==> src/rtl/synth_pkg.sv <==
// Shared voice-state type, envelope limit and the PS/2 scan-code to
// phase-increment table for the dual tone generator.
package synth_pkg;

    typedef enum logic [1:0] {
        V_IDLE    = 2'd0,
        V_ATTACK  = 2'd1,
        V_SUSTAIN = 2'd2,
        V_RELEASE = 2'd3
    } voice_state_t;

    localparam logic [7:0] ENV_MAX = 8'd255;

    // Table increments are stored for a 24-bit accumulator and rescaled per voice.
    localparam int TABLE_W = 24;

    typedef struct packed {
        logic               valid;
        logic [TABLE_W-1:0] inc;
    } phase_entry_t;

    // C4..G5 chromatic: round(f * 2^24 / 48000).
    function automatic phase_entry_t phase_lookup(input logic [7:0] code);
        phase_entry_t e;
        e.valid = 1'b1;
        e.inc   = '0;
        case (code)
            8'h1C:   e.inc = 24'd91445;
            8'h1B:   e.inc = 24'd96882;
            8'h23:   e.inc = 24'd102643;
            8'h2B:   e.inc = 24'd108747;
            8'h34:   e.inc = 24'd115213;
            8'h33:   e.inc = 24'd122064;
            8'h3B:   e.inc = 24'd129322;
            8'h42:   e.inc = 24'd137012;
            8'h4B:   e.inc = 24'd145160;
            8'h4C:   e.inc = 24'd153791;
            8'h52:   e.inc = 24'd162936;
            8'h5B:   e.inc = 24'd172625;
            8'h4D:   e.inc = 24'd182890;
            8'h44:   e.inc = 24'd193765;
            8'h43:   e.inc = 24'd205287;
            8'h35:   e.inc = 24'd217494;
            8'h2C:   e.inc = 24'd230426;
            8'h24:   e.inc = 24'd244128;
            8'h1D:   e.inc = 24'd258645;
            8'h15:   e.inc = 24'd274025;
            default: e.valid = 1'b0;
        endcase
        return e;
    endfunction

endpackage

==> src/rtl/tone_voice.sv <==
// One synth voice: key synchronizer, scan-code capture, ADSR-style FSM
// (no decay), 8-bit envelope and phase accumulator.
module tone_voice
    import synth_pkg::*;
#(
    parameter int ACC_W    = 24,
    parameter int ATK_STEP = 4,
    parameter int REL_STEP = 1
) (
    input  logic         sys_clk,
    input  logic         reset,
    input  logic         key_on,
    input  logic [7:0]   key_code,
    input  logic         step,
    output voice_state_t state,
    output logic [7:0]   env,
    output logic         acc_msb
);

    localparam logic [7:0] ATK    = 8'(ATK_STEP);
    localparam logic [7:0] REL    = 8'(REL_STEP);
    localparam int         WIDE_W = ACC_W + TABLE_W;

    // Rescale a 24-bit table increment to ACC_W bits with rounding.
    function automatic logic [ACC_W-1:0] scale_inc(input logic [TABLE_W-1:0] base);
        logic [WIDE_W-1:0] wide;
        wide = (WIDE_W'(base) << ACC_W) + (WIDE_W'(1) << (TABLE_W - 1));
        return wide[WIDE_W-1:TABLE_W];
    endfunction

    logic [1:0]   sync_q;
    logic         key_q;
    logic [7:0]   code_q;
    logic [7:0]   env_q, env_next;
    logic [ACC_W-1:0] acc_q, acc_key, acc_next, inc_step;
    voice_state_t state_q, state_key, state_next;
    phase_entry_t new_entry, cur_entry, inc_entry;
    logic         rise, fall;

    assign rise      = sync_q[1] & ~key_q;
    assign fall      = ~sync_q[1] & key_q;
    assign new_entry = phase_lookup(key_code);
    assign cur_entry = phase_lookup(code_q);

    // Key events resolve first; a coincident sample step then runs on the new state.
    always_comb begin
        state_key = state_q;
        acc_key   = acc_q;
        if (rise && new_entry.valid && (state_q == V_IDLE || state_q == V_RELEASE)) begin
            state_key = V_ATTACK;
            if (state_q == V_IDLE) acc_key = '0;
        end else if (fall && (state_q == V_ATTACK || state_q == V_SUSTAIN)) begin
            state_key = V_RELEASE;
        end

        inc_entry = rise ? new_entry : cur_entry;
        inc_step  = inc_entry.valid ? scale_inc(inc_entry.inc) : '0;

        state_next = state_key;
        env_next   = env_q;
        acc_next   = acc_key;
        if (step && state_key != V_IDLE) begin
            acc_next = acc_key + inc_step;
            case (state_key)
                V_ATTACK: begin
                    if (env_q >= ENV_MAX - ATK) begin
                        env_next   = ENV_MAX;
                        state_next = V_SUSTAIN;
                    end else begin
                        env_next = env_q + ATK;
                    end
                end
                V_RELEASE: begin
                    if (env_q <= REL) begin
                        env_next   = '0;
                        state_next = V_IDLE;
                    end else begin
                        env_next = env_q - REL;
                    end
                end
                default: ;
            endcase
        end
    end

    always_ff @(posedge sys_clk or negedge reset) begin
        if (!reset) begin
            sync_q  <= '0;
            key_q   <= 1'b0;
            code_q  <= 8'h00;
            env_q   <= '0;
            acc_q   <= '0;
            state_q <= V_IDLE;
        end else begin
            sync_q  <= {sync_q[0], key_on};
            key_q   <= sync_q[1];
            if (rise) code_q <= key_code;
            env_q   <= env_next;
            acc_q   <= acc_next;
            state_q <= state_next;
        end
    end

    assign state   = state_q;
    assign env     = env_q;
    assign acc_msb = acc_q[ACC_W-1];

endmodule

==> src/rtl/dual_tone_gen.sv <==
// Two-voice square-wave synth: two tone_voice instances, a signed mixer and
// the two-stage sample pipeline (step voices, then register the sum).
module dual_tone_gen
    import synth_pkg::*;
#(
    parameter int ACC_W    = 24,
    parameter int ATK_STEP = 4,
    parameter int REL_STEP = 1
) (
    input  logic        sys_clk,
    input  logic        reset,
    input  logic        key1_on,
    input  logic        key2_on,
    input  logic [7:0]  key1_code,
    input  logic [7:0]  key2_code,
    input  logic        sample_req,
    output logic [15:0] sample_data,
    output logic        sample_valid,
    output logic [1:0]  voice_active
);

    function automatic logic signed [15:0] voice_level(input voice_state_t st,
                                                       input logic [7:0] env,
                                                       input logic msb);
        logic signed [15:0] mag;
        mag = signed'({2'b00, env, 6'b000000});
        if (st == V_IDLE) return '0;
        return msb ? -mag : mag;
    endfunction

    voice_state_t       state1, state2;
    logic [7:0]         env1, env2;
    logic               msb1, msb2;
    logic               step, pend_q;
    logic signed [15:0] mix;

    // A request is dropped while the previous one is still waiting to be summed.
    assign step = sample_req & ~pend_q;

    tone_voice #(.ACC_W(ACC_W), .ATK_STEP(ATK_STEP), .REL_STEP(REL_STEP)) u_voice1 (
        .sys_clk (sys_clk),
        .reset   (reset),
        .key_on  (key1_on),
        .key_code(key1_code),
        .step    (step),
        .state   (state1),
        .env     (env1),
        .acc_msb (msb1)
    );

    tone_voice #(.ACC_W(ACC_W), .ATK_STEP(ATK_STEP), .REL_STEP(REL_STEP)) u_voice2 (
        .sys_clk (sys_clk),
        .reset   (reset),
        .key_on  (key2_on),
        .key_code(key2_code),
        .step    (step),
        .state   (state2),
        .env     (env2),
        .acc_msb (msb2)
    );

    // Peak per voice is 255<<6, so the sum never leaves 16-bit range.
    assign mix = voice_level(state1, env1, msb1) + voice_level(state2, env2, msb2);

    always_ff @(posedge sys_clk or negedge reset) begin
        if (!reset) begin
            pend_q       <= 1'b0;
            sample_valid <= 1'b0;
            sample_data  <= '0;
        end else begin
            pend_q       <= step;
            sample_valid <= pend_q;
            if (pend_q) sample_data <= mix;
        end
    end

    assign voice_active = {state2 != V_IDLE, state1 != V_IDLE};

endmodule
==> config.mk <==
export PLATFORM = sky130hd
export DESIGN_NAME = dual_tone_gen
export DESIGN_NICKNAME = d
export VERILOG_FILES = /design/src/rtl/synth_pkg.sv /design/src/rtl/tone_voice.sv /design/src/rtl/dual_tone_gen.sv
export SDC_FILE = /design/constraint.sdc
export NUM_CORES = 1
export LEC_CHECK = 0
export CAP_MARGIN = 0
export CORE_UTILIZATION = 65
export DETAILED_ROUTE_END_ITERATION = 7
export GPL_ROUTABILITY_DRIVEN = 0
export HOLD_SLACK_MARGIN = 0.06
export PLACE_DENSITY_LB_ADDON = 0.25
export SLEW_MARGIN = 10
export SYNTH_ARGS = -nofsm -noshare
export SYNTH_HDL_FRONTEND = slang
export SYNTH_SLANG_ARGS = --single-unit
==> constraint.sdc <==
create_clock -name sys_clk -period 9.4 [get_ports sys_clk]
set_clock_uncertainty 0.05 [all_clocks]
set_input_delay 1.88 -clock sys_clk [delete_from_list [all_inputs] [get_ports sys_clk]]
set_output_delay 1.88 -clock sys_clk [all_outputs]
set_load 0.1 [all_outputs]
==> results of run 1 <==
## final timing paths
check / from / to / depth (start not counted)
min in group asynchronous: reset / u_voice1.code_q[1] / 1
worst max-delay path: key2_code[0] / u_voice2.acc_q[19] / 16
worst min-delay path: u_voice2.sync_q[0] / u_voice2.sync_q[1] / 0
worst min register to register: u_voice2.sync_q[0] / u_voice2.sync_q[1] / 0
worst max register to register: u_voice2.code_q[3] / u_voice2.acc_q[19] / 15
max in group asynchronous: reset / u_voice2.acc_q[3] / 2
## logic make-up after synthesis
kind of cell / synth area share
AND/OR/NAND/NOR: 0.306
AO/OA/AOI/OAI: 0.278
adder cells (fa/ha/maj): 0.0740
flip-flops: 0.229
multiplexers: 0.0152
buffers and inverters: 0.0535
XOR/XNOR: 0.0441
other: 0.000337
## cells in the final DEF, fill, tap and decap left out, drive strengths merged, types with 41 or more instances in the layout
cell type and instances:
a21oi 94, and2 53, dfrtp 102, ha 61, inv 41, nand2 221
nand3 43, nor2 130, o21ai 130, o22ai 45
## state kept, by name, summed over array words and instances, names as in the netlist, 8 cells and up
register	count
u_voice2.code_q	8
u_voice1.code_q	8
u_voice2.env	8
u_voice1.env	8
u_voice1.acc_q	24
u_voice2.acc_q	24
sample_data	10
## report_power, final
part	internal [uW]	switching, uW
combinational	483	768
sequential	569	126
clock	221	173
total	1270	1070
## synth_stat cells, types with 7 or more instances
cell type,n
a2111oi_0,7
a211oi_1,27
a21o_1,23
a21oi_1,94
a22o_1,8
a22oi_1,7
a31oi_1,16
and2_1,40
and2_4,13
and3_1,14
buf_1,11
buf_2,14
clkbuf_1,69
dfrtp_1,102
ha_1,61
inv_1,39
mux2_2,7
mux2i_1,9
nand2_1,221
nand2b_1,37
nand3_1,43
nand3b_1,7
nor2_1,130
nor2b_1,26
nor3_1,39
nor3b_1,12
nor4_1,12
o211ai_1,15
o21a_1,11
o21ai_0,116
o21ai_1,14
o21bai_1,8
o22a_1,8
o22ai_1,45
o31ai_1,16
or2_2,13
or3_1,14
xnor2_1,27
xor2_1,29
## routing by layer
metal	part of all wire	up-vias	track usage
li1	-	5471	-
met1	0.41	5251	0.462
met2	0.45	755	0.548
met3	0.095	151	0.0487
met4	0.052	0	0.170
met5	0	-	0
## metrics by stage
step	std cells	cell area, um^2	setup slack (ns)	power, uW
2_1_floorplan	1531	11100	3.07	1660
3_3_place_gp	1693	11400	1.30	1880
3_5_place_dp	1693	11400	1.12	1920
4_1_cts	1708	11700	1.49	2320
5_1_grt	1709	11700	0.833	2500
6_report	1709	11700	1.37	2340
## final cells by class
cell class                 instances  share of cell area
inverter                          39              0.0125
clock buffer                      11              0.0216
clock inverter                     4             0.00448
antenna                            1            0.000214
tap                              220              0.0235
multi-input combinational       1287               0.684
sequential                       102               0.218
timing repair buffer              45              0.0357
==> qor.csv, run 1 <==
metric,value,unit
status,"finished, violations left",
grt_pass1_wl,50000,um
grt_pass1_vias,10200,
syn-cell-area,11100,um^2
die_area,17600,um^2
synth-async-reset-ratio,1.00,
grt_overflow,0,
cts_tree,built,
grt_use_total,0.346,
clockRootBuffer,clkbuf_16,
drtPass1Iterations,8,
period_share,0.854,
holdWs,0.299,ns
postCtsSetupBuffers,0,
vias,11600,
cts_buffers,9,
die_w,133,um
fp.dieH,133,um
rsz0062_at_grt,no,
ios,40,
multiInputGateArea,8020,um^2
placementRows,47,
cts_resized,0,
core_area,16600,um^2
crit_path_top_delay_cell,clkdlybuf4s50_1,
min_path_type,reg2reg,
violations,DRC,
yosysTopAreaCellShare,0.229,
hpwl,22200,um
start_util,0.669,
cp_slowest_stage_delay,0.88,ns
finalSetupViolations,0,
synth_seq_cells,102,
final_nets,1569,
cpLargestDelayFamily,simple AND/OR/NAND/NOR gates,
final_util,0.704,
start_kind,input port,
ys_seq_area_frac,0.229,
antenna_found_initial,1,
fin_crit,8.03,ns
worstPathArrival,8.23,ns
yosysUniqueCellTypes,87,
cp_max_fo,29,
vias_per_cell,6.80,
power_density,200,nW/um^2
max_clock_freq,125,MHz
slew_headroom,0.248,
cellLeakagePower,0.00494,uW
yosysTopAreaCell,dfrtp_1,
area_growth,5.33,%
wl,30700,um
synth_edf_count,0,
ys_warn_count,0,
insertion_delay,0.36,ns
path_buf_inv,1,
port_buffers,33,
required,9.59,ns
postRouteAntennaNets,0,
grt_start_max_net_pins,76,
cts_sinks,102,
drtIter0Drc,1753,
wl_per_cell,18.0,um
maxCapViolCount,0,
synth_ff_type,dfrtp_1,
syn_inst,1526,
critPathCaptureType,flop,
maxSlewViolCount,0,
ys_top_cells_by_area,"dfrtp_1 23%, nand2_1 7.5%, ha_1 6.9%, o21ai_0 5.2%, nor2_1 4.4%",
drive_above_1_share,0.0544,
max-vdd-ir-drop,0.000147,V
drc,11,
hold_violations,0,
clockBufferDepth,2,
avgSynthCellArea,7.29,um^2
register_area,2550,um^2
cts_hold_buf,0,
finalSetupTns,0,ns
htreeDepth,3,
fillers,1311,
r2r_slack,3.16,ns
critical_path_class,in2reg,
worstPathCellList,clkdlybuf4s50_1 > nor3b_1 > o211ai_1 > and4b_1 > a31o_2 > or3_1 > and2_1 > ha_1 > a21oi_1 > o211ai_1 > and3_1 > a2111oi_0 > o31ai_1 > o22a_1 > and2_1 > xnor2_1,
worstMarginPinSlew,1.12,ns
clkTransAtPathRegs,0.07,ns
No activity file was read; power rests on OpenSTA's default activity.
==> inputs of run 2 (changes only) <==
==> constraint.sdc (replaced) <==
create_clock -name sys_clk -period 9.4 [get_ports sys_clk]
set_clock_uncertainty 0.05 [all_clocks]
set_input_delay 0.94 -clock sys_clk [delete_from_list [all_inputs] [get_ports sys_clk]]
set_output_delay 0.94 -clock sys_clk [all_outputs]
set_load 0.1 [all_outputs]
==> qor.csv, run 2 (synthesis gave the netlist of run 1 again) <==
metric,value,unit,change
grt_pass1_wl,51400,um,+2.8%
core_area,16600,um^2,unchanged
critPathCaptureType,flop,,
grt_start_max_net_pins,76,,unchanged
worstPathArrival,7.27,ns,-0.96 ns
placementRows,47,,unchanged
critical_path_class,in2reg,,
maxSlewViolCount,0,,unchanged
grt_overflow,0,,unchanged
fp.dieH,133,um,unchanged
violations,DRC,,
cts_sinks,102,,unchanged
cp_slowest_stage_delay,0.89,ns,about the same
drive_above_1_share,0.0538,,-0.000672
final_nets,1568,,-0.064%
grt_use_total,0.354,,+0.00795
path_buf_inv,1,,unchanged
area_growth,5.43,%,about the same
finalSetupTns,0,ns,unchanged
period_share,0.753,,-0.102
drtPass1Iterations,8,,unchanged
drc,20,,+9
final_common_cell,nand2_1,,
power_density,201,nW/um^2,+0.83%
ios,40,,unchanged
holdWs,0.300,ns,+0.00125 ns
drtIter0Drc,1791,,+2.2%
postRouteAntennaNets,0,,unchanged
finalSetupViolations,0,,unchanged
clockBufferDepth,2,,unchanged
cp_max_fo,29,,unchanged
cts_hold_buf,0,,unchanged
rsz0062_at_grt,no,,
postCtsSetupBuffers,0,,unchanged
clockRootBuffer,clkbuf_16,,
vias,11600,,unchanged
die_area,17600,um^2,unchanged
fin_crit,7.08,ns,-0.956 ns
worstPathCellList,clkdlybuf4s50_1 > nor3b_1 > o211ai_1 > and4b_1 > a31o_2 > or3_1 > and2_1 > ha_1 > a21oi_1 > o211ai_1 > and3_1 > a2111oi_0 > o31ai_1 > o22a_1 > and2_1 > xnor2_1,,
reg_top3,"u_voice1.acc_q (24), u_voice2.acc_q (24), sample_data (10)",,
cts_resized,0,,unchanged
port_buffers,33,,unchanged
mostFrequentLayoutCells,"221 x nand2_1, 130 x nor2_1, 116 x o21ai_0",,
insertion_delay,0.36,ns,about the same
slew_headroom,0.226,,-0.0227
min_path_type,reg2reg,,
status,"finished, violations left",,
clkTransAtPathRegs,0.07,ns,about the same
hpwl,22100,um,-0.56%
antenna_found_initial,1,,unchanged
required,9.60,ns,about the same
cts_tree,built,,
crit_path_top_delay_cell,clkdlybuf4s50_1,,
max-vdd-ir-drop,0.000140,V,-4.4%
htreeDepth,3,,unchanged
wl_per_cell,18.1,um,+0.42%
wl,30900,um,+0.42%
start_util,0.669,,unchanged
die_w,133,um,unchanged
grt_pass1_vias,10500,,+3.0%
max_clock_freq,141,MHz,+14%
cts_buffers,9,,unchanged
cellLeakagePower,0.00493,uW,about the same
worstMarginPinSlew,1.15,ns,+0.0339 ns
place_area,11400,um^2,about the same
cpLargestDelayFamily,simple AND/OR/NAND/NOR gates,,
maxCapViolCount,0,,unchanged
start_kind,input port,,
fin_area,11700,um^2,about the same
hold_violations,0,,unchanged
vias_per_cell,6.80,,unchanged
run 2: cell types whose count changed in the layout (fill, tap and decap cells not counted), sizes merged:
| cell | delta |
|---|---|
| buf | -1 |
| bufinv | +1 |
| clkinvlp | +1 |
| inv | -1 |
run 2: metal layers:
layer,vias up,global-route usage,wire length (um)
li1,5464,-,-
met1,5241,0.470,12600
met2,749,0.565,13900
met3,174,0.0586,2970
met4,0,0.158,1460
met5,-,0,0
run 2: report_power, final:
part / internal, uW / total, uW / switching, uW
registers: 570 / 695 / 126
logic: 483 / 1250 / 770
clock network: 241 / 415 / 173
run 2: worst paths after layout:
kind                       cells after the start                from                 end  slack, ns
setup / recovery                              16        key2_code[0]  u_voice2.acc_q[19]       2.32
hold reg to reg                                0  u_voice2.sync_q[0]  u_voice2.sync_q[1]       0.30
hold / removal                                 0  u_voice2.sync_q[0]  u_voice2.sync_q[1]       0.30
min in group asynchronous                      1               reset  u_voice1.code_q[1]       0.46
max in group asynchronous                      2               reset  u_voice1.acc_q[23]       7.50
setup reg to reg                              15  u_voice2.code_q[3]  u_voice2.acc_q[19]       3.15
run 2: final cells by class:
type                    count  area [um^2]
clock inverters             5         81.3
well taps                 220          275
multi-input cells        1287         8020
diodes                      1         2.50
flip-flops and latches    102         2550
fillers                  1302         4910
inverters                  39          146
clock buffers              11          243
repair buffers             44          410
run 2: metrics by stage:
step	worst slack, ns	util	total power (uW)	instances
4_1_cts	2.47	0.705	2340	1708
5_1_grt	1.84	0.705	2520	1709
2_1_floorplan	4.01	-	1660	1531
6_report	2.32	0.705	2360	1709
3_5_place_dp	2.15	0.685	1920	1692
3_3_place_gp	2.27	0.685	1880	1692
run 2: worst reg2reg max path, delay by kind of cell (launching register included):
| kind | cells | cell delay [ns] |
|---|---|---|
| fa+ha+maj | 1 | 0.42 |
| xor+xnor | 2 | 0.32 |
| simple gates | 4 | 1.31 |
| compound gates | 8 | 3.07 |
| flops | 1 | 0.97 |
==> inputs of run 3 (changes only) <==
Settings changed: CORE_UTILIZATION 65 to 57.
Clock period 9.4 ns to 5.7 ns, I/O delays scaled along.
==> qor.csv, run 3 (synthesis gave the netlist of run 1 again) <==
metric,value,unit,change
antenna_cells,0,,-1
cp_max_fo,17,,-41%
use_met3,0.0526,,-0.00597
required,5.90,ns,-3.70 ns
swShare,0.462,,+0.0100
start_util,0.589,,-0.0797
grt_start_max_net_pins,60,,-21%
p_clk_frac,0.154,,-0.021
max_clock_freq,186,MHz,
power_density,316,nW/um^2,+57%
start_kind,input port,,
final_common_cell,nand2_1,,
grt_use_total,0.320,,-0.0335
drtPass1Iterations,6,,-2
crit_top_cell,buf_4,,
final_util,0.642,,-0.0632
wl,31300,um,+1.3%
fin_crit,5.37,ns,
post-place-ws,0.0737,ns,-2.08 ns
clockRootBuffer,clkbuf_16,,
worstPathArrival,5.57,ns,-1.70 ns
crit_path_top_delay_cell,or3b_2,,
hold_violations,0,,unchanged
power.net_switching,1770,uW,+66%
pwr-share-seq,0.296,,+0.002
met1_usage,0.422,,-0.0479
die_area,20100,um^2,+14%
maxCapViolCount,0,,unchanged
cellLeakagePower,0.00517,uW,+4.7%
cp_slowest_stage_delay,0.50,ns,-0.39 ns
ios,40,,unchanged
status,completed,,
grt_util_met2,0.514,,-0.0510
placementRows,50,,+6.4%
cts_sinks,102,,unchanged
comb_power_share,0.550,,+0.020
worstPathCellList,clkdlybuf4s50_1 > buf_4 > or3b_2 > a221oi_1 > a211oi_1 > a31o_2 > or3_1 > buf_4 > and2_4 > ha_1 > a21oi_1 > o211ai_1 > and3_1 > a2111oi_0 > buf_4 > o31ai_1 > o22a_1 > and2_1 > xnor2_1,,
mostFrequentLayoutCells,"221 x nand2_1, 130 x nor2_1, 116 x o21ai_0",,
clkTransAtPathRegs,0.07,ns,about the same
drtIter0Drc,1146,,-36%
drc,0,,-100%
critical_path_class,in2reg,,
dp_cells,1785,,+5.5%
core_area,18900,um^2,+14%
cp.depth,19,,+3
holdWs,0.175,ns,-0.126 ns
grt_pass1_wl,52200,um,+1.6%
vias,11600,,-0.21%
rsz0062_at_grt,no,,
port_buffers,33,,unchanged
vias_per_cell,6.45,,-5.3%
postCtsSetupBuffers,0,,unchanged
wl_per_cell,17.4,um,-3.8%
period_share,0.943,,
cts_resized,0,,unchanged
busiest_layer,met2,,
path_buf_inv,4,,+3
critPathCaptureType,flop,,
finalSetupTns,0,ns,unchanged
maxSlewViolCount,0,,unchanged
reg_top3,"u_voice1.acc_q (24), u_voice2.acc_q (24), sample_data (10)",,
grt_overflow,0,,unchanged
max-vdd-ir-drop,0.000273,V,+94%
internal_power,2060,uW,+59%
layout_setup_ws,0.326,ns,-2.00 ns
grt_pass1_vias,10700,,+1.9%
area_growth,8.96,%,
hpwl,23600,um,+7.1%
drive_above_1_share,0.0864,,+0.0326
cts_buffers,9,,unchanged
slew_headroom,0.308,,+0.0820
htreeDepth,3,,unchanged
finalSetupViolations,0,,unchanged
worstMarginPinSlew,1.01,ns,-0.142 ns
reg2reg_depth,18,,+3
antenna_found_initial,0,,-1
fp.dieH,142,um,+6.7%
die_w,142,um,+6.7%
postRouteAntennaNets,0,,unchanged
cpLargestDelayFamily,compound AO/OA/AOI/OAI gates,,
final_nets,1621,,+3.4%
finalNonFillerCells,1800,,+5.3%
cts_tree,built,,
cts_hold_buf,0,,unchanged
insertion_delay,0.36,ns,about the same
min_path_type,in2async,,
clockBufferDepth,2,,unchanged
[run 3: changes by cell type in the layout (fill, tap and decap cells not counted)]
cell,change
buf_4,+53
bufinv_16,-2
clkbuf_1,-1
clkbuf_8,-1
clkinv_2,+1
diode_2,-1
inv_6,+1
inv_8,+1
[run 3: layout make-up]
cell class | count | area [um^2]
clock buffers | 9 | 225
clock inverters | 6 | 46.3
fillers | 1710 | 6770
inverters | 39 | 146
multi-input cells | 1287 | 8020
flip-flops and latches | 102 | 2550
well taps | 260 | 325
repair buffers | 97 | 808
[run 3: worst paths after layout]
| check | start | end | slack (ns) |
|---|---|---|---|
| max | key2_code[2] | u_voice2.acc_q[19] | 0.33 |
| min | reset | u_voice2.acc_q[8] | 0.17 |
| max reg2reg | u_voice2.code_q[4] | u_voice2.acc_q[19] | 0.62 |
| min reg2reg | u_voice1.sync_q[0] | u_voice1.sync_q[1] | 0.31 |
| max in group asynchronous | reset | u_voice2.code_q[3] | 4.21 |
| min in group sys_clk | u_voice1.sync_q[0] | u_voice1.sync_q[1] | 0.31 |
[run 3: layer usage]
| metal | vias to the layer above | share of wire |
|---|---|---|
| li1 | 5557 | - |
| met1 | 5282 | 0.42 |
| met2 | 640 | 0.45 |
| met3 | 125 | 0.083 |
| met4 | 0 | 0.044 |
| met5 | - | 0 |
[run 3: stage by stage]
step	instance area (um^2)	power [uW]
floorplan	11100	2740
global route	12100	4110
global placement	11900	3150
detailed placement	11900	3210
finish	12100	3830
CTS	12100	3810
[run 3: power by group through the flow]
stage / Clock [uW] / Sequential [uW] / Combinational (uW)
after floorplan: 0 / 1250 / 1490
after global placement: 0 / 1130 / 2010
after detailed placement: 0 / 1140 / 2070
after CTS: 604 / 1130 / 2080
after global routing: 632 / 1160 / 2320
final: 589 / 1130 / 2100
